File: src/rtl/wrr_arbiter.sv
// wrr_arbiter: weighted round-robin arbiter with per-client burst credit and shared stall.
module wrr_arbiter #(
    parameter int CLIENTS  = 8,
    parameter int WEIGHT_W = 3
) (
    input  logic                          clock,
    input  logic                          reset,
    input  logic [CLIENTS-1:0]            request,
    input  logic [CLIENTS*WEIGHT_W-1:0]   weight,
    input  logic                          stall,
    output logic [CLIENTS-1:0]            grant,
    output logic                          grant_valid,
    output logic [$clog2(CLIENTS)-1:0]    grant_id
);
    localparam int IW = $clog2(CLIENTS);
    typedef enum logic {IDLE, BURST} state_t;
    state_t              state;
    logic [IW-1:0]       ptr, sel, idx;
    logic [WEIGHT_W-1:0] credit, sel_w;
    logic                found;
    // Scan downward so the lowest offset from ptr wins.
    always_comb begin
        found = 1'b0;
        sel   = ptr;
        idx   = '0;
        for (int k = CLIENTS - 1; k >= 0; k--) begin
            idx = IW'((int'(ptr) + k) % CLIENTS);
            if (request[idx]) begin
                found = 1'b1;
                sel   = idx;
            end
        end
        sel_w = weight[int'(sel)*WEIGHT_W +: WEIGHT_W];
    end
    always_ff @(posedge clock) begin
        if (reset) begin
            state       <= IDLE;
            grant       <= '0;
            grant_valid <= 1'b0;
            grant_id    <= '0;
            ptr         <= '0;
            credit      <= '0;
        end else if (!stall) begin
            if (state == BURST && request[grant_id] && credit > WEIGHT_W'(1)) begin
                credit <= credit - 1'b1;
            end else if (found) begin
                state       <= BURST;
                grant       <= CLIENTS'(1) << sel;
                grant_valid <= 1'b1;
                grant_id    <= sel;
                ptr         <= (sel == IW'(CLIENTS - 1)) ? '0 : sel + 1'b1;
                credit      <= (sel_w == '0) ? WEIGHT_W'(1) : sel_w;
            end else begin
                state       <= IDLE;
                grant       <= '0;
                grant_valid <= 1'b0;
                grant_id    <= '0;
                credit      <= '0;
            end
        end
    end
endmodule

File: config.mk
export PLATFORM = sky130hd
export DESIGN_NAME = wrr_arbiter
export DESIGN_NICKNAME = d
export VERILOG_FILES = /design/src/rtl/wrr_arbiter.sv
export SDC_FILE = /design/constraint.sdc
export NUM_CORES = 1
export LEC_CHECK = 0
export CAP_MARGIN = 10
export CORE_MARGIN = 10
export CORE_UTILIZATION = 58
export CTS_BUF_LIST = sky130_fd_sc_hd__clkbuf_4 sky130_fd_sc_hd__clkbuf_8
export DETAILED_ROUTE_END_ITERATION = 7
export PLACE_DENSITY = 0.89
export SYNTH_ARGS = -nofsm -noshare
export SYNTH_HDL_FRONTEND = slang
export SYNTH_SLANG_ARGS = --single-unit
File: constraint.sdc
create_clock -name clock -period 8.4 [get_ports clock]
set_input_delay 2.52 -clock clock [delete_from_list [all_inputs] [get_ports clock]]
set_output_delay 2.52 -clock clock [all_outputs]
set_load 0.02 [all_outputs]
Word level (Yosys, flattened, before mapping)
Cells that the tools add are included.
{"block": "totals", "regBits": 18, "latch_bits": 0, "ram_bits": 0, "mem_bits_ro": 0, "in_bits": 35, "output_inout_bits": 12, "wordCells": 76, "n_memories": 0}
{"block": "classes", "add_sub_neg": 9, "mul": 1, "div_mod_pow": 0, "order_cmp": 10, "n_eq_ne": 1, "shifts": 2, "mux": 41, "bitwise_logic": 2, "n_reduce_logical": 5}
{"operator": "3-bit two-way mux", "n": 13}
{"operator": "3-bit by 4-bit < comparator with 1-bit output (second input constant)", "n": 9}
{"operator": "1-bit binary-select mux with 3-bit select", "n": 9}
{"operator": "24-bit by 6-bit variable part select with 3-bit output", "n": 1}
{"operator": "1-bit two-way mux", "n": 18}
{"operator": "3-bit adder (second input constant)", "n": 4}
{"operator": "8-bit two-way mux", "n": 1}
{"operator": "1-bit by 3-bit << shifter with 8-bit output (first input constant)", "n": 1}
{"operator": "3-bit by 1-bit adder with 3-bit output (second input constant)", "n": 2}
{"operator": "3-bit by 2-bit adder with 3-bit output (second input constant)", "n": 2}
{"operator": "3-bit by 2-bit multiplier with 5-bit output (second input constant)", "n": 1}
{"operator": "3-bit == test (second input constant)", "n": 1}
{"operator": "3-bit by 1-bit greater-than comparator with 1-bit output (second input constant)", "n": 1}
{"operator": "3-bit zero test", "n": 1}
{"operator": "3-bit AND reduction", "n": 1}
{"operator": "3-bit by 1-bit subtractor with 3-bit output (second input constant)", "n": 1}
{"operator": "1-bit logical AND", "n": 2}
{"operator": "1-bit NOT", "n": 2}
{"operator": "2-bit AND reduction", "n": 1}

Longest topological paths before layout
Gate-level depths: netlist of the first run.
{"block": "depth", "ltp_word": 17, "mapped_depth": 16, "ltp_nobuf": 13}

Worst setup path after synthesis of the first run
Ideal clock, no wire load.
{"block": "synth_path", "path_kind": "input -> register", "from": "input request[1]", "to": "register ptr[2]", "setup_ns": 0.128, "arrival_time_ns": 5.116, "t_required_ns": 8.272, "setup_slack_ns": 3.156, "path_stages": 12, "n_path_buf": 2, "path_cell_list": "mux4_2 buf_4 mux2_4 o211a_4 o21ba_4 buf_6 or2_1 xnor2_2 ha_1 ha_1 mux2i_1 nor2_1"}
{"block": "synth_via", "elab_chain_len": 12, "elab_cells_between_ends": 41, "classes_between": "1 x add/sub; 1 x eq/ne; 35 x mux; 1 x bitwise; 3 x reduce/logical"}
{"item": "from (decl)", "line_no": "8", "rtl": "input logic [CLIENTS-1:0] request,"}
{"item": "1-bit binary-select mux with 3-bit select", "line_no": "28", "rtl": "if (request[idx]) begin"}
{"item": "1-bit two-way mux (not written as such)", "line_no": "28"}
{"item": "3-bit two-way mux (8 in series)", "line_no": "28"}
{"item": "3-bit by 1-bit adder with 3-bit output / 3-bit == test (equally long branches)", "line_no": "51", "rtl": "ptr <= (sel == IW'(CLIENTS - 1)) ? '0 : sel + 1'b1;"}
{"item": "3-bit two-way mux", "line_no": "51"}
{"item": "to (signal assigned)", "line_no": "51"}
{"item": "to (decl)", "line_no": "18", "rtl": "logic [IW-1:0] ptr, sel, idx;"}
Several ways; a longest one is shown, not always the timed one. The select of a mux whose other input is x is not followed.
A chain may end at the register's enable or synchronous reset.

Worst setup path after layout of the first run
{"block": "layout_path", "from": "input request[6]", "to": "register ptr[2]"}
Same word-level chain as after synthesis.

==> results of run 1 <==
where the power goes:
part           switching (µW)  internal (µW)  total, µW
Clock                    26.6           31.8       58.4
Combinational             523            404        927
Sequential               30.6            112        143
worst min-delay path, cell delays in order (launching register included):
cell and delay, ns:
dfxtp_1 0.33, a32oi_1 0.06, nor2_1 0.07
Yosys cell counts, types with 4 or more instances:
cell	number
and2_1	5
buf_4	4
dfxtp_1	18
o21ai_1	4
a21oi_1	12
o21ai_0	9
clkbuf_8	4
mux4_2	10
inv_1	9
mux2i_1	11
nand2_1	9
buf_6	4
a22oi_1	18
nor2_1	27
a32oi_1	5
a31oi_1	4
clkbuf_1	5
nand3_1	11
mux2_2	4
ha_1	10
a221o_1	4
a221oi_1	8
sequential cells by signal (all words and copies together) (netlist names):
name / count
ptr: 3
grant_id: 3
state: 1
grant: 8
credit: 3
through the flow:
step,setup slack (ns),hold slack (ns),std cells
after floorplan,3.16,0.489,259
after global placement,2.18,0.476,335
after detailed placement,2.02,0.479,335
after CTS,2.28,0.497,338
after global routing,1.97,0.525,338
final,2.29,0.494,338
cell families after synthesis:
kind of cell | synth area share
xor gates and xnor gates | 0.0225
muxes | 0.191
AOI/OAI and AO/OA | 0.313
DFF | 0.158
buffers and inverters | 0.0899
and+or+nand+nor | 0.171
adders and majority gates | 0.0548
routing by layer:
metal  GRT usage  vias to the layer above  wire length (µm)
met4      0.0485                        0                38
li1            -                     1084                 -
met2       0.285                       71              2980
met1       0.228                     1062              2530
met3      0.0302                        5               343
met5           0                        -                 0
worst max-delay path by stage:
stage	startpoint	to	slack, ns	cells after the start
global placement	request[6]	ptr[2]	2.18	10
detailed placement	request[6]	ptr[2]	2.02	10
global route	request[6]	ptr[2]	1.97	10
floorplan	request[1]	ptr[2]	3.16	12
finish	request[6]	ptr[2]	2.29	10
CTS	request[6]	ptr[2]	2.28	10
layout by cell type (no fill, tap or decap), drive strengths merged, types with 3 or more instances in the layout:
cell type / Yosys / layout
a22oi: 20 / 20
nand3: 11 / 11
and2: 5 / 5
nor2b: 3 / 3
inv: 10 / 10
o21ai: 14 / 14
ha: 10 / 10
mux2i: 11 / 11
mux2: 6 / 6
a31oi: 4 / 4
nand2: 9 / 9
a32oi: 5 / 5
nand4: 3 / 3
a21oi: 13 / 13
xnor2: 3 / 3
dfxtp: 18 / 18
and3: 5 / 5
clkdlybuf4s50: 0 / 46
mux4: 11 / 11
a221o: 4 / 4
a31o: 3 / 3
a221oi: 8 / 8
clkbuf: 9 / 3
nor2: 27 / 27
area by class of cell:
type	instances	area [µm²]
multi-input combinational	210	1720
fill	295	1050
timing repair buffer	48	475
sequential	18	360
tap	48	60.1
clock buffer	3	41.3
inverter	11	41.3
==> results.ini, run 1 <==
[sta]
tightestPinTransition_ns=1.02
final_hold_viol_count=0
min_period_over_period=0.728
timing.final.crit_period_ns=6.11
worst_slew_margin_rel=0.317
rsz0062_at_grt=false
clock.fmax_mhz=164
slew_violations=0
final_clock_skew_ns=0.000726
timing.final.setup_violations=0
fin_setup_tns_ns=0

[setup_path]
worst_path_largest_cell_delay_ns=0.82
cp_data_required_time_ns=8.51
regToRegStartpoint=ptr[1]
regToRegSetupSlack_ns=4.12
critical-path-slowest-cell=nor2b_1
critical_path.startpoint_type=primary input
worst-path-buf-inv=1
cp-end-kind=flop
cell_chain_of_the_critical_path=clkdlybuf4s50_1 -> mux4_1 -> mux2_4 -> nor2b_1 -> or2b_1 -> and4_1 -> ha_1 -> ha_1 -> mux2i_1 -> nor2_1
most_frequent_cell_on_the_critical_path=ha_1
critical_path_class=primary input to flop
crit_fanout=21
cpLargestDelayFamily=simple AND/OR/NAND/NOR gates
worst_r2r_endpoint=ptr[2]
worstRegToRegCells=11
cp.arrival_ns=6.22

[clock_tree]
numCtsBuffers=3
ctsHtreeMaxLevel=1
tritoncts_clock_tree=yes
postCtsResizedCells=0
postCtsHoldBufs=0
clock_tree.buffer_depth=2
buffer_count_from_post_cts_setup_fixing=0
clock_tree.root_cell=clkbuf_8
clock_insertion_delay_worst_skew_ns=0.25
clock_sink_count=18
clock_input_transition_at_the_sequential_cells_of_the_worst_setup_and_hold_paths_ns=0.06

[min_path]
min_delay_path_depth=2
hold-path-endpoint=grant[6]
hold_path.class=flop to flop
holdCritStartpoint=grant[6]

[logic_synthesis]
postSynthNetCount=304
post_synth_inst_count=259
seq_area_frac_synth=0.158
ys_top_cells_by_area=dfxtp_1 (16%), mux4_2 (9.9%), a22oi_1 (5.9%)
synth.avg_cell_area_um2=8.82
synth_top_cell_by_area=dfxtp_1
synth_seq_cells=18
synth_cell_types=64
synth_top_area_frac=0.158
mappedNetlistArea_um2=2280
synthesis.yosys.warnings=0
synth-edff-count=0
yosys_most_used_dff=dfxtp_1
ys_async_sr_fraction=0

[routing]
dr.first_iter.drc_count=246
drt_drc_violations_left=0
total_wire_length_after_detailed_routing_mm=5.90
num_vias=2222
wire_per_inst_um=17.4
via_per_inst=6.57
antenna_left=0
drt_first_pass_iters=4

[placement]
dpl-instance-area_um2=2660
gp_weighted_congestion=0.904
dpl.hpwl_mm=4.35
io_buffers=46

[grt]
gr-total-overflow=0
maximum_number_of_pins_on_one_net_before_global_route_repair=47
antenna_found_initial=0
grt_pass1_vias=2074
global_route_wire_length_before_repair_mm=9.80
grt_usage=0.174

[floorplan]
fp.dieArea_um2=6850
placement_rows=22
io_pins=47
initial_core_util=0.610
chipWidth_um=82.7
die_y_um=82.7
floorplan.core_area_um2=3740

[final_layout]
drive_above_1_share=0.138
antennaDiodeCount=0
finish.utilization=0.720
post-route-cell-area_um2=2700
areaGrowthSynthToFinish_pct=18.1
final_net_count=337

[status]
run_status=finished, final reports clean

[pwr]
overall_power_uw=1130
p_leak_uw=0.000995
power_density_nw_per_um2=419
ir_drop_worst_case_vdd_uv=235

[flow_run]
max_capacitance_violation_count=0

No activity file was read; power rests on OpenSTA's default activity.
==> inputs of run 2 (changes only) <==
--- a/config.mk
+++ b/config.mk
@@ -7,10 +7,10 @@
 export LEC_CHECK = 0
 export CAP_MARGIN = 10
 export CORE_MARGIN = 10
-export CORE_UTILIZATION = 58
+export CORE_UTILIZATION = 49
 export CTS_BUF_LIST = sky130_fd_sc_hd__clkbuf_4 sky130_fd_sc_hd__clkbuf_8
 export DETAILED_ROUTE_END_ITERATION = 7
-export PLACE_DENSITY = 0.89
+export PLACE_DENSITY = 0.8
 export SYNTH_ARGS = -nofsm -noshare
 export SYNTH_HDL_FRONTEND = slang
 export SYNTH_SLANG_ARGS = --single-unit
==> constraint.sdc (replaced) <==
create_clock -name clock -period 5.1 [get_ports clock]
set_input_delay 1.53 -clock clock [delete_from_list [all_inputs] [get_ports clock]]
set_output_delay 1.53 -clock clock [all_outputs]
set_load 0.02 [all_outputs]
==> results.ini, run 2 (synthesis gave the netlist of run 1 again) <==
[setup_path]
worstRegToRegCells=12
worst-path-buf-inv=1
worst_path_largest_cell_delay_ns=0.61
cell_chain_of_the_critical_path=clkdlybuf4s50_1 -> mux4_2 -> mux2_4 -> o211a_4 -> o21ba_4 -> or2_1 -> xnor2_2 -> ha_1 -> ha_1 -> mux2i_1 -> nor2_1
critical_path_depth=11
critical-path-slowest-cell=mux4_2
critical_path_class=primary input to flop
regToRegStartpoint=ptr[0]
critical_path.startpoint_type=primary input
critical_path.startpoint=request[1]
cp.arrival_ns=4.73
crit_fanout=15
cp-end-kind=flop
most_frequent_cell_on_the_critical_path=ha_1
worst_r2r_endpoint=ptr[2]
cp_data_required_time_ns=5.23
worst_setup_path_endpoint=ptr[2]
regToRegSetupSlack_ns=0.71
cpLargestDelayFamily=multiplexers

[final_layout]
drive_above_1_share=0.153
largest_register_ffs=8
instances_no_fill=347
antennaDiodeCount=0
post-route-cell-area_um2=2750
final_net_count=341
mostFrequentLayoutCells=clkdlybuf4s50_1 (46), nor2_1 (27), a22oi_1 (18), dfxtp_1 (18), a21oi_1 (12)
areaGrowthSynthToFinish_pct=20.2
multiInputGateArea_um2=1720
layout.filler_cells=399
largest_register=grant
area.sequential_um2=360
layout_commonest_cell=clkdlybuf4s50_1

[routing]
num_vias=2250
met1_length_mm=2.76
drt_drc_violations_left=0
total_wire_length_after_detailed_routing_mm=6.23
via_per_inst=6.48
wire_per_inst_um=18.0
dr.first_iter.drc_count=186
drt_first_pass_iters=4
antenna_left=0
maxUsedRoutingLayer=met4
met2_wirelength_mm=3.08
route.met3.wl_um=315

[sta]
slew_violations=0
min_period_over_period=0.903
final_hold_viol_count=0
fin_setup_tns_ns=0
rsz0062_at_grt=false
worst_slew_margin_rel=0.577
holdWs_ns=0.498
tightestPinTransition_ns=0.632
timing.final.setup_violations=0
final_clock_skew_ns=0.00141
clock.fmax_mhz=217
timing.final.crit_period_ns=4.61

[clock_tree]
ctsHtreeMaxLevel=1
clock_input_transition_at_the_sequential_cells_of_the_worst_setup_and_hold_paths_ns=0.07
postCtsHoldBufs=0
numCtsBuffers=3
tritoncts_clock_tree=yes
clock_insertion_delay_worst_skew_ns=0.26
clock_tree.buffer_depth=2
postCtsResizedCells=0
clock_tree.root_cell=clkbuf_8
buffer_count_from_post_cts_setup_fixing=0
clock_sink_count=18

[placement]
io_buffers=46
dpl-instance-area_um2=2690
gp_weighted_congestion=0.917
post-place-cells=343
dpl.hpwl_mm=4.67

[floorplan]
io_pins=47
placement_rows=24
initial_core_util=0.514
floorplan.core_area_um2=4440
die_y_um=88.3
fp.dieArea_um2=7790
chipWidth_um=88.3

[grt]
grt_pass1_vias=2159
grt_usage=0.158
global_route_wire_length_before_repair_mm=10.2
maximum_number_of_pins_on_one_net_before_global_route_repair=38
gr-total-overflow=0
antenna_found_initial=0

[min_path]
hold_path.class=flop to flop

[pwr]
ir_drop_worst_case_vdd_uv=347
power_density_nw_per_um2=707
p_leak_uw=0.00102
overall_power_uw=1940

[status]
run_status=finished, final reports clean

[flow_run]
max_capacitance_violation_count=0

## run 2: cell count changes in the layout (fill, tap and decap cells not counted)
cell,change
buf_4,+4
clkbuf_8,+1
## run 2: through the flow
stage | utilization | setup slack, ns
final | 0.618 | 0.495
after CTS | 0.618 | 0.506
after detailed placement | 0.605 | 0.236
after global routing | 0.618 | 0.349
after floorplan | - | 0.847
after global placement | 0.605 | 0.359
## run 2: routing by layer
metal,GRT usage,vias up
met4,0.0529,0
met3,0.0276,7
met5,0,-
met1,0.201,1088
li1,-,1091
met2,0.262,64
## run 2: worst min path at each step
stage                            to  slack (ns)       from  depth (start not counted)
final                      grant[6]        0.50   grant[6]                          2
after global routing       grant[2]        0.54   grant[2]                          2
after CTS                  grant[6]        0.50   grant[6]                          2
after detailed placement   grant[6]        0.48   grant[6]                          2
after global placement     grant[6]        0.48   grant[6]                          2
after floorplan           credit[1]        0.49  credit[1]                          2
## run 2: area by class of cell
cell class,count,share of cell area
flip-flops and latches,18,0.131
well taps,52,0.0237
repair buffers,52,0.184
multi-input cells,210,0.626
inverters,11,0.0150
clock buffers,4,0.0201
## run 2: report_power, final
group	switching [µW]	internal [µW]	leakage, µW
Sequential	66.6	185	0.000147
Combinational	872	701	0.000847
Clock	48.8	68.7	0.0000288
Total	987	955	0.00102
## run 2: worst reg2reg max path, delay by kind of cell (launching register included)
family	cells	cell delay (ns)
buffers and inverters	1	0.44
XOR/XNOR	1	0.13
AO/OA/AOI/OAI	2	0.55
flip-flops	1	0.69
adder cells (fa/ha/maj)	3	1.18
multiplexers	3	1.02
AND/OR/NAND/NOR	2	0.24
